$ cat config.mk
export PLATFORM = sky130hd
export DESIGN_NAME = width_16to8_buf
export DESIGN_NICKNAME = d
export VERILOG_FILES = /design/src/rtl/width_conv_pkg.sv /design/src/rtl/width_fifo.sv /design/src/rtl/width_16to8_buf.sv
export SDC_FILE = /design/constraint.sdc
export NUM_CORES = 1
export LEC_CHECK = 0
export CORE_MARGIN = 5
export CORE_UTILIZATION = 57
export DETAILED_ROUTE_END_ITERATION = 8
export MAX_ROUTING_LAYER = met4
export PLACE_DENSITY = 0.79
export SYNTH_ARGS = -nofsm -noshare
export SYNTH_HDL_FRONTEND = slang
export SYNTH_SLANG_ARGS = --single-unit
$ cat constraint.sdc
create_clock -name clk -period 2.4 [get_ports clk]
set_input_delay 0.24 -clock clk [delete_from_list [all_inputs] [get_ports clk]]
set_output_delay 0.24 -clock clk [all_outputs]
set_load 0.01 [all_outputs]
$ cat src/rtl/width_conv_pkg.sv
// width_conv_pkg
// Shared definitions for the 16-to-8 bit width converter:
//   DEFAULT_DEPTH - default number of 16-bit words held by the input FIFO
//   out_state_e   - output FSM states (IDLE: no byte, HI: high byte, LO: low byte)
package width_conv_pkg;

  localparam int DEFAULT_DEPTH = 4;

  typedef enum logic [1:0] {
    IDLE = 2'd0,
    HI   = 2'd1,
    LO   = 2'd2
  } out_state_e;

endpackage

$ cat src/rtl/width_fifo.sv
// width_fifo
// Synchronous FIFO holding WIDTH-bit words. There is no upstream
// backpressure: a write request that arrives while the FIFO is full and no
// pop happens on the same edge is dropped and flagged on 'drop'.
// Ports:
//   clk, rst     - rising-edge clock, asynchronous active-high reset
//   wr_req       - request to write wr_data this edge
//   wr_data      - word to write
//   rd_en        - pop the head word this edge (ignored when empty)
//   rd_data      - current head word (meaningful only when !empty)
//   level        - number of stored words
//   empty        - level == 0
//   drop         - this edge's write request is being discarded
module width_fifo
  import width_conv_pkg::*;
#(
  parameter int WIDTH = 16,
  parameter int DEPTH = DEFAULT_DEPTH
) (
  input  logic                     clk,
  input  logic                     rst,
  input  logic                     wr_req,
  input  logic [WIDTH-1:0]         wr_data,
  input  logic                     rd_en,
  output logic [WIDTH-1:0]         rd_data,
  output logic [$clog2(DEPTH):0]   level,
  output logic                     empty,
  output logic                     drop
);

  localparam int AW = $clog2(DEPTH);
  localparam int LW = AW + 1;

  logic [WIDTH-1:0] mem [DEPTH];
  logic [AW-1:0]    wr_ptr;
  logic [AW-1:0]    rd_ptr;
  logic             full;
  logic             rd_do;
  logic             wr_en;

  // Full/empty come from the level counter; a write at full is only
  // accepted when the head is leaving on the same edge.
  assign full    = (level == LW'(DEPTH));
  assign empty   = (level == '0);
  assign rd_do   = rd_en && !empty;
  assign wr_en   = wr_req && (!full || rd_do);
  assign drop    = wr_req && full && !rd_do;
  assign rd_data = mem[rd_ptr];

  // Storage is not reset; stale entries are never read because pops are
  // only allowed when level > 0.
  always_ff @(posedge clk) begin
    if (wr_en) begin
      mem[wr_ptr] <= wr_data;
    end
  end

  // Pointers wrap naturally since DEPTH is a power of two.
  always_ff @(posedge clk or posedge rst) begin
    if (rst) begin
      wr_ptr <= '0;
      rd_ptr <= '0;
      level  <= '0;
    end else begin
      if (wr_en) begin
        wr_ptr <= wr_ptr + AW'(1);
      end
      if (rd_do) begin
        rd_ptr <= rd_ptr + AW'(1);
      end
      case ({wr_en, rd_do})
        2'b10:   level <= level + LW'(1);
        2'b01:   level <= level - LW'(1);
        default: level <= level;
      endcase
    end
  end

endmodule

$ cat src/rtl/width_16to8_buf.sv
// width_16to8_buf
// Buffers 16-bit words in a FIFO and streams them out as bytes, high byte
// first, under valid/ready handshaking on the output side.
// Ports:
//   clk, rst    - rising-edge clock, asynchronous active-high reset
//   valid_in    - data_in carries a word this cycle (no upstream ready)
//   data_in     - word: first byte [15:8], second byte [7:0]
//   ready_out   - downstream accepts a byte this cycle
//   valid_out   - data_out carries a byte (registered)
//   data_out    - output byte (registered)
//   level       - words stored in the FIFO
//   overflow    - sticky: a word has been dropped since reset
module width_16to8_buf
  import width_conv_pkg::*;
#(
  parameter int DEPTH = DEFAULT_DEPTH
) (
  input  logic                   clk,
  input  logic                   rst,
  input  logic                   valid_in,
  input  logic [15:0]            data_in,
  input  logic                   ready_out,
  output logic                   valid_out,
  output logic [7:0]             data_out,
  output logic [$clog2(DEPTH):0] level,
  output logic                   overflow
);

  out_state_e  state;
  out_state_e  state_nxt;
  logic [15:0] hold_reg;
  logic [15:0] hold_nxt;
  logic        valid_nxt;
  logic [7:0]  data_nxt;
  logic        pop;
  logic [15:0] fifo_rd_data;
  logic        fifo_empty;
  logic        fifo_drop;

  width_fifo #(
    .WIDTH (16),
    .DEPTH (DEPTH)
  ) u_fifo (
    .clk     (clk),
    .rst     (rst),
    .wr_req  (valid_in),
    .wr_data (data_in),
    .rd_en   (pop),
    .rd_data (fifo_rd_data),
    .level   (level),
    .empty   (fifo_empty),
    .drop    (fifo_drop)
  );

  // Next-state logic. Outputs are computed one cycle ahead so valid_out and
  // data_out leave the block straight from flops. A pop loads the holding
  // register and presents the high byte in the same edge.
  always_comb begin
    state_nxt = state;
    hold_nxt  = hold_reg;
    valid_nxt = valid_out;
    data_nxt  = data_out;
    pop       = 1'b0;
    case (state)
      IDLE: begin
        if (!fifo_empty) begin
          pop       = 1'b1;
          state_nxt = HI;
          hold_nxt  = fifo_rd_data;
          valid_nxt = 1'b1;
          data_nxt  = fifo_rd_data[15:8];
        end
      end
      HI: begin
        if (ready_out) begin
          state_nxt = LO;
          data_nxt  = hold_reg[7:0];
        end
      end
      LO: begin
        if (ready_out) begin
          if (!fifo_empty) begin
            pop       = 1'b1;
            state_nxt = HI;
            hold_nxt  = fifo_rd_data;
            valid_nxt = 1'b1;
            data_nxt  = fifo_rd_data[15:8];
          end else begin
            state_nxt = IDLE;
            valid_nxt = 1'b0;
            data_nxt  = 8'h00;
          end
        end
      end
      default: begin
        state_nxt = IDLE;
        valid_nxt = 1'b0;
        data_nxt  = 8'h00;
      end
    endcase
  end

  // State, holding register and registered outputs.
  always_ff @(posedge clk or posedge rst) begin
    if (rst) begin
      state     <= IDLE;
      hold_reg  <= '0;
      valid_out <= 1'b0;
      data_out  <= 8'h00;
    end else begin
      state     <= state_nxt;
      hold_reg  <= hold_nxt;
      valid_out <= valid_nxt;
      data_out  <= data_nxt;
    end
  end

  // Sticky overflow: set on any dropped word, cleared only by reset.
  always_ff @(posedge clk or posedge rst) begin
    if (rst) begin
      overflow <= 1'b0;
    end else if (fifo_drop) begin
      overflow <= 1'b1;
    end
  end

endmodule
* Yosys cells after proc, flatten, opt, wreduce, memory -nomap -nowiden
Memory sizes are Yosys's and may differ from the RTL's. Index checks and enable logic that the tools add are counted. Widths: inputs -> output; s select.
Storage, ports and cells: register bits after elaboration 35, RAM bits 64, logic and storage cells 59, memories kept 1
Cells by class: add/sub/neg operators 4, equality and inequality tests 8, multiplexer cells 22, bitwise operators 1, reductions and logical operators 15
Memories:
- u_fifo.mem | depth 4, width 16, rd ports 1, clocked after Yosys merged registers in 0, wr ports 1, RTL line width_fifo.sv:34 | logic [WIDTH-1:0] mem [DEPTH];
Operators by type and width (count):
- $mux 16 | 2
- $mux 8 | 4
- $pmux 16 s2 | 1
- $pmux 8 s3 | 1
- $mux 1 | 7
- $mux 2 | 3
- $ne 2x2->1 const B | 3
- $pmux 2 s3 | 1
- $pmux 3 s2 | 1
- $reduce_and 3->1 | 2
- $add 2x1->2 const B | 2
- $eq 2x1->1 const B | 2
- $eq 2x2->1 const B | 2
- $logic_and 1x1->1 | 4
- $reduce_bool 2->1 | 2
- $add 3x1->3 const B | 1
- $eq 3x3->1 const B | 1
- $logic_not 1->1 | 3
- $logic_not 3->1 | 1
- $pmux 1 s3 | 1
- $sub 3x1->3 const B | 1
- $logic_not 2->1 | 1
- $pmux 1 s2 | 1
- $reduce_and 2->1 | 1
- 2 further kinds | 2

* Longest topological paths before layout
Gate-level depths: netlist of the first run.
depth after elaboration 9, depth in mapped cells 9, mapped depth without buffers 8

* By module
A second synthesis of the first run with hierarchy kept.
Second synthesis, totals: cells, all modules 212, area, all modules 3798.6 um2
Modules (own cells, without submodules):
- width_fifo | times used 1, cells each 123, area an instance 2761.4 um2, sequential area each 2097.0 um2
- width_16to8_buf | times used 1, cells each 89, area an instance 1037.2 um2, sequential area each 500.5 um2

* Worst setup path before layout of the first run
No wires, ideal clock.
path type register -> register, start point reg u_fifo.level[2], end point reg u_fifo.level[2], library setup time 0.139 ns, arrival time 2.040 ns, slack 0.221 ns, stages on the path, launching flop included 10, buffers on the path 1, clock period less this slack 2.179 ns, cell sequence dfrtp_1 > nor3_1 > nor3_4 > buf_6 > nand2_1 > fa_1 > nor2b_1 > o21ai_0 > o211ai_1 > o211ai_1
On the way: longest elaborated chain between the ends 9, elaborated cells on any way between the ends 16
RTL lines:
- start, declared | RTL line width_fifo.sv:26 | output logic [$clog2(DEPTH):0] level,
- start signal, assigned | RTL line width_fifo.sv:72 | 2'b10: level <= level + LW'(1);
- start signal, assigned | RTL line width_fifo.sv:73 | 2'b01: level <= level - LW'(1);
- start signal, assigned | RTL line width_fifo.sv:74 | default: level <= level;
- $logic_not 3->1 | RTL line width_fifo.sv:44 | assign empty = (level == '0);
- $mux 1 | RTL line width_16to8_buf.sv:66, width_16to8_buf.sv:82
- $mux 1 | RTL line width_16to8_buf.sv:81 | if (ready_out) begin
- $pmux 1 s2 | RTL line width_16to8_buf.sv:64 | case (state)
- $logic_and 1x1->1 | RTL line width_fifo.sv:45 | assign rd_do = rd_en && !empty;
- $logic_or 1x1->1 | RTL line width_fifo.sv:46 | assign wr_en = wr_req && (!full || rd_do);
- $logic_and 1x1->1 | RTL line width_fifo.sv:46
- $eq 2x1->1 or $eq 2x2->1 (tied branches) | RTL line width_fifo.sv:71 | case ({wr_en, rd_do})
- $pmux 3 s2 or $reduce_bool 2->1 (tied branches)
Several ways; a longest one is shown, not always the timed one. A chain may end at the register's enable or synchronous reset.

* Worst setup path in the final report of the first run
start point reg u_fifo.level[0], end point reg u_fifo.level[1]
The elaborated chain is that of the path after synthesis.

==> results of run 1 <==
## layout make-up
cell class / instances / area [um^2]
timing repair buffer: 42 / 445
inverter: 7 / 26.3
tap: 77 / 96.3
clock inverter: 7 / 72.6
fill: 417 / 1940
multi-input combinational: 100 / 1020
clock buffer: 9 / 124
sequential: 91 / 2600
## metal layers
metal	up-vias	wire [um]	track usage [%]
met4	0	78	6.33
met3	7	183	3.83
li1	883	-	-
met2	30	3220	27.1
met1	972	2530	20.6
met5	-	0	-
## final timing paths
check                                startpoint         endpoint  slack [ns]
worst max-delay path            u_fifo.level[0]  u_fifo.level[1]        0.39
worst min-delay path                        rst      data_out[1]        0.25
worst max register to register  u_fifo.level[0]  u_fifo.level[1]        0.39
worst min register to register      hold_reg[0]      data_out[0]        0.48
max in group asynchronous                   rst      data_out[3]        1.88
min in group clk                    hold_reg[0]      data_out[0]        0.48
## Yosys cell counts
library cell / n
a2111oi_2: 1
a211o_1: 1
a211oi_1: 1
a21oi_1: 1
a22oi_1: 8
a2bb2oi_1: 1
a31oi_4: 1
a41o_2: 1
and2_1: 1
and2_2: 4
buf_1: 1
buf_2: 2
buf_4: 1
buf_6: 3
dfrtp_1: 27
edfxtp_1: 64
fa_1: 1
ha_1: 4
inv_1: 7
mux2_2: 8
mux2_4: 1
mux2i_1: 1
mux4_2: 16
nand2_1: 22
nor2_1: 4
nor2b_1: 1
nor2b_4: 1
nor3_1: 2
nor3_4: 1
o211ai_1: 2
o21a_1: 1
o21ai_0: 3
o22ai_1: 1
o311ai_4: 1
o31a_1: 1
or2_1: 1
or3_1: 1
or3b_2: 2
xnor2_1: 3
xor2_1: 2
## metrics by stage
| stage | cell area, um^2 | std cells | setup WS, ns | power, mW |
|---|---|---|---|---|
| finish | 4380 | 333 | 0.390 | 5.34 |
| global route | 4380 | 333 | 0.263 | 5.72 |
| CTS | 4380 | 333 | 0.386 | 5.42 |
| detailed placement | 4180 | 317 | 0.141 | 4.44 |
| global placement | 4180 | 317 | 0.210 | 4.38 |
| floorplan | 3690 | 205 | 0.221 | 3.78 |
## where the power goes
group / internal (mW) / switching [mW]
Clock: 0.406 / 0.571
Combinational: 1.05 / 0.927
Sequential: 2.16 / 0.236
## kinds of logic (layout without fill, tap and decap cells)
family | Yosys count | in the layout
buf+inv | 14 | 65
simple gates | 40 | 40
compound gates | 24 | 24
xor+xnor | 5 | 5
mux | 26 | 26
flops | 91 | 91
fa+ha+maj | 5 | 5
## critical path: stages, from the launching register on
cell and delay, ns:
dfrtp_1 0.47, nor3_1 0.48, nor3_4 0.05, nand2_1 0.10, fa_1 0.44, a2111oi_2 0.22
a2bb2oi_1 0.18
==> impl_results.md, run 1 <==
* Share of cells above drive strength 1 at 24.6%
* Total GRT Usage at 16.8%
* CP Max Fanout at 7
* # H-tree levels at 3
* Status: finished, final reports clean
* Final setup fails at 0
* DR vias/cell at 5.68
* Post-route DRC at 0
* Max reg flops at 64
* Clock buffer depth at 2
* Post-Route Setup TNS at 0 ns
* Peak supply drop at 807 uV
* Num CTS Buffers at 9
* Hpwl dp at ~3900 um
* Final-report max-slew violation count at 0
* Pleak at 1.59 nW
* Routed Antenna Nets at 0
* Adder-Cell Fraction of Synth Area at 1.90%
* # diodes at 0
* Worst hold-check path type: in -> async
* Synth-to-layout area growth at 18.5%
* Largest area contributor in the netlist: edfxtp_1
* Worst-Margin Slew at between 0.5 and 0.6 ns
* RSZ-0062 raised after global routing: no
* Root Driver: clkbuf_8
* Max Fclk at 498 MHz
* Routability congestion estimate at 0.793
* DIE WIDTH at 90.5 um
* WP data required at 2.68 ns
* R2r worst-path depth at 6
* Max-slew headroom at 65.7%
* Final Hold Vio Count at 0
* Core Util, Final at 69.3%
* Mux share of post-synthesis cell area at 12.9%
* Commonest cells after routing, fill and taps aside: edfxtp_1, clkdlybuf4s50_1, dfrtp_1, nand2_1, mux4_2
* Clock sink count at 91
* Largest family of logic cells by synthesized area: multiplexers
* Final min period at 2.01 ns
* Setup bufs post-CTS at 0
* WL/cell at 18.0 um
* Vias in the first global route at 2052
* CP Capture Type: flip-flop
* Top cell type's share of synthesized area at about 52%
* Clk_skew at approximately 0.0077 ns
* Site Rows at 29
* Final nets at 276
* Pin count of the biggest net entering global routing at 28
* First-pass GRT wire length at 10200 um
* Die ar. at 8190 um^2
* # resized after CTS at 0
* Core area at 6310 um^2
* Die Span Y at 90.5 um
* Area contributors post-synth: edfxtp_1, dfrtp_1, mux4_2
* Final hold slack at 0.247 ns
* Initial drt markers at 62
* Ys Warns at 0
* Final Cycle Share at 83.7%
* Syn_area_per_cell at about 18 um^2
* Routed Wire Length at around 6000 um
* WP data arrival at around 2.3 ns
* Post-synthesis simple-gate area fraction at 5.69%
* Seq/Total Area, Yosys at 70.3%
* CTS tree: yes
* Post-synthesis instance total at slightly above 200
* IO Port Bufs at 32
* Max cap viols at 0
* Initial antenna violation count at 0
* DR vias at 1892
* Most common cell after layout, fill and taps aside: edfxtp_1
* CP Launch Type: flip-flop
* DR pass1 iterations at 4
* Starting density of the core at 58.5%
* Worst setup path class: reg -> reg
* Xor/xnor share of the synthesized area at 1.19%
* Pwr dens at between 1000 and 1500 nW/um^2
* Synth Cell Area at approximately 3700 um^2
* Post-synthesis register bit count at 91
* Post-CTS Hold Fix Bufs at 0
* Yosys cell types at 40
* Compound-gate portion of the synthesized area at 5.86%
* Mapped Nets at 230
* Io pins at 33
* Clock latency on the worst-skew pair at 0.35 ns
* Clk slew on worst S/H paths at around 0.090 ns
* Overflow after GRT at 0
No activity file was read; power rests on OpenSTA's default activity.
==> run 2, diff against run 1 <==
--- a/config.mk
+++ b/config.mk
@@ -6,10 +6,10 @@
 export NUM_CORES = 1
 export LEC_CHECK = 0
 export CORE_MARGIN = 5
-export CORE_UTILIZATION = 57
+export CORE_UTILIZATION = 51
 export DETAILED_ROUTE_END_ITERATION = 8
 export MAX_ROUTING_LAYER = met4
-export PLACE_DENSITY = 0.79
+export PLACE_DENSITY = 0.75
 export SYNTH_ARGS = -nofsm -noshare
 export SYNTH_HDL_FRONTEND = slang
 export SYNTH_SLANG_ARGS = --single-unit
==> constraint.sdc (replaced) <==
create_clock -name clk -period 1.83 [get_ports clk]
set_input_delay 0.183 -clock clk [delete_from_list [all_inputs] [get_ports clk]]
set_output_delay 0.183 -clock clk [all_outputs]
set_load 0.01 [all_outputs]
==> impl_results.md, run 2 (synthesis results as in run 1) <==
* Final setup fails at 0 (unchanged)
* Final-report max-slew violation count at 0 (unchanged)
* Total GRT Usage at 17.8% (+1.0 points)
* Site Rows at 31 (+6.9%)
* Routed Wire Length at 6910 um (+15%)
* Die ar. at 9050 um^2 (+10%)
* Met2 usage at 27.8% (+0.69 points)
* Sw Share at 32.0% (-0.44 points)
* Starting density of the core at 51.8% (-6.8 points)
* Top Usage Layer GRT: met2
* Max cap viols at 0 (unchanged)
* Share of cells above drive strength 1 at 30.9% (+6.3 points)
* Hpwl dp at 5190 um (+33%)
* Most common cell after layout, fill and taps aside: edfxtp_1
* Worst hold-check path type: in -> async
* Synth-to-layout area growth at 24.8%
* Peak supply drop at 794 uV (-1.7%)
* Final nets at 292 (+5.8%)
* Worst setup path class: reg -> reg
* # diodes at 0 (unchanged)
* CP Launch Type: flip-flop
* WP data arrival at 2.03 ns (-0.26 ns)
* Io pins at 33 (unchanged)
* Psw at 2.36 mW (+36%)
* Clk_skew at 0.0109 ns (+0.00313 ns)
* Root Driver: clkbuf_8
* Routability congestion estimate at 0.852 (+7.5%)
* Initial antenna violation count at 0 (unchanged)
* Clk slew on worst S/H paths at 0.09 ns (about the same)
* First-pass GRT wire length at 11200 um (+9.6%)
* Final min period at 1.75 ns (-0.259 ns)
* Core area at 7140 um^2 (+13%)
* Clock buffer depth at 2 (unchanged)
* # H-tree levels at 3 (unchanged)
* Pin count of the biggest net entering global routing at 19 (-32%)
* Max reg flops at 64 (unchanged)
* Status: finished, final reports clean
* Comb pwr share at 41.2% (+4.3 points)
* DR vias/cell at 5.37 (-5.5%)
* CP Capture Type: flip-flop
* DIE WIDTH at 95.1 um (+5.1%)
* Post-route DRC at 0 (unchanged)
* Pwr dens at 1600 nW/um^2 (+31%)
* Final Hold Vio Count at 0 (unchanged)
* CTS tree: yes
* Met1 Use GR at 23.1% (+2.4 points)
* Commonest cells after routing, fill and taps aside: edfxtp_1, clkdlybuf4s50_1, dfrtp_1, nand2_1
* Die Span Y at 95.1 um (+5.1%)
* WL/cell at 18.6 um (+3.2%)
* Num CTS Buffers at 9 (unchanged)
* Clock latency on the worst-skew pair at 0.35 ns (about the same)
* Final Cycle Share at 95.7% (+12 points)
* Placed cells at 354 (+12%)
* DR vias at 1993 (+5.3%)
* Routed Antenna Nets at 0 (unchanged)
* Clock sink count at 91 (unchanged)
* Power, Total at 7.38 mW (+38%)
* Worst-Margin Slew at 0.482 ns (-0.0292 ns)
* Vias in the first global route at 2113 (+3.0%)
* Internal power at 5.02 mW (+39%)
* Finished Layout Cells at 371 (+11%)
* WP data required at 2.11 ns (-0.57 ns)
* CP Max Fanout at 2 (-5)
* Final hold slack at 0.145 ns (-0.102 ns)
* Flop pwr share at 42.7% (-2.1 points)
* DR pass1 iterations at 4 (unchanged)
* IO Port Bufs at 32 (unchanged)
* Overflow after GRT at 0 (unchanged)
* Clock group share of total power at 16.2% (-2.1 points)
* Pleak at 1.68 nW (+5.4%)
* Post-CTS Hold Fix Bufs at 0 (unchanged)
* Initial drt markers at 142 (+130%)
* Max Fclk at 571 MHz (+15%)
* Met3 GRT Util at 4.26% (+0.43 points)
* Max-slew headroom at 67.8% (+2.2 points)
run 2: stage by stage:
step | util, % | setup TNS (ns) | instance area (um^2) | worst slack [ns]
4_1_cts | 64.1 | 0 | 4580 | 0.0391
3_3_place_gp | 61.6 | -6.22 | 4400 | -0.106
6_report | 64.6 | 0 | 4610 | 0.0787
5_1_grt | 64.6 | -0.00344 | 4610 | -0.00344
3_5_place_dp | 61.6 | -8.24 | 4400 | -0.136
2_1_floorplan | - | -0.394 | 3710 | -0.204
run 2: repair_timing:
item | in CTS | in global routing
pin swaps | 0 | 2
setup buffers | 0 | 1
resized for setup | 1 | 2
setup endpoints to repair | 1 | 8
run 2: path summary, 6_finish.rpt:
path                                 start                to  slack (ns)  cells past startpoint
max                        u_fifo.level[1]   u_fifo.level[1]        0.08                      6
min in group clk               hold_reg[5]       data_out[5]        0.47                      2
min                                    rst       data_out[2]        0.15                      2
max in group asynchronous              rst  u_fifo.wr_ptr[0]        1.22                      3
min reg2reg                    hold_reg[5]       data_out[5]        0.47                      2
max reg2reg                u_fifo.level[1]   u_fifo.level[1]        0.08                      6
run 2: power by group through the flow:
stage	sequential, mW	combinational [mW]	clock (mW)
2_1_floorplan	3.17	1.83	0
3_3_place_gp	3.16	2.88	0
3_5_place_dp	3.18	2.96	0
4_1_cts	3.15	2.98	1.22
5_1_grt	3.20	3.31	1.31
6_report	3.15	3.04	1.19
run 2: layout make-up:
cell class / instances / area (um^2)
Inverter: 7 / 26.3
Timing Repair Buffer: 58 / 641
Sequential cell: 91 / 2600
Multi-Input combinational cell: 100 / 1040
Clock inverter: 7 / 52.6
Clock buffer: 9 / 124
Fill cell: 510 / 2520
Tap cell: 99 / 124
run 2: routing by layer:
metal / wire length [um] / part of all wire (%) / vias up
met5: 0 / 0 / -
met2: 3370 / 49 / 55
met4: 97 / 1.4 / 0
li1: - / - / 913
met3: 324 / 4.7 / 9
met1: 3110 / 45 / 1016
run 2: critical path, stage by stage, from the launching register on:
cell and delay [ns]:
dfrtp_2 0.43, nor3_4 0.25, nor3_4 0.07, nand2_1 0.09
fa_2 0.47, a2111oi_4 0.20, a2bb2oi_1 0.17
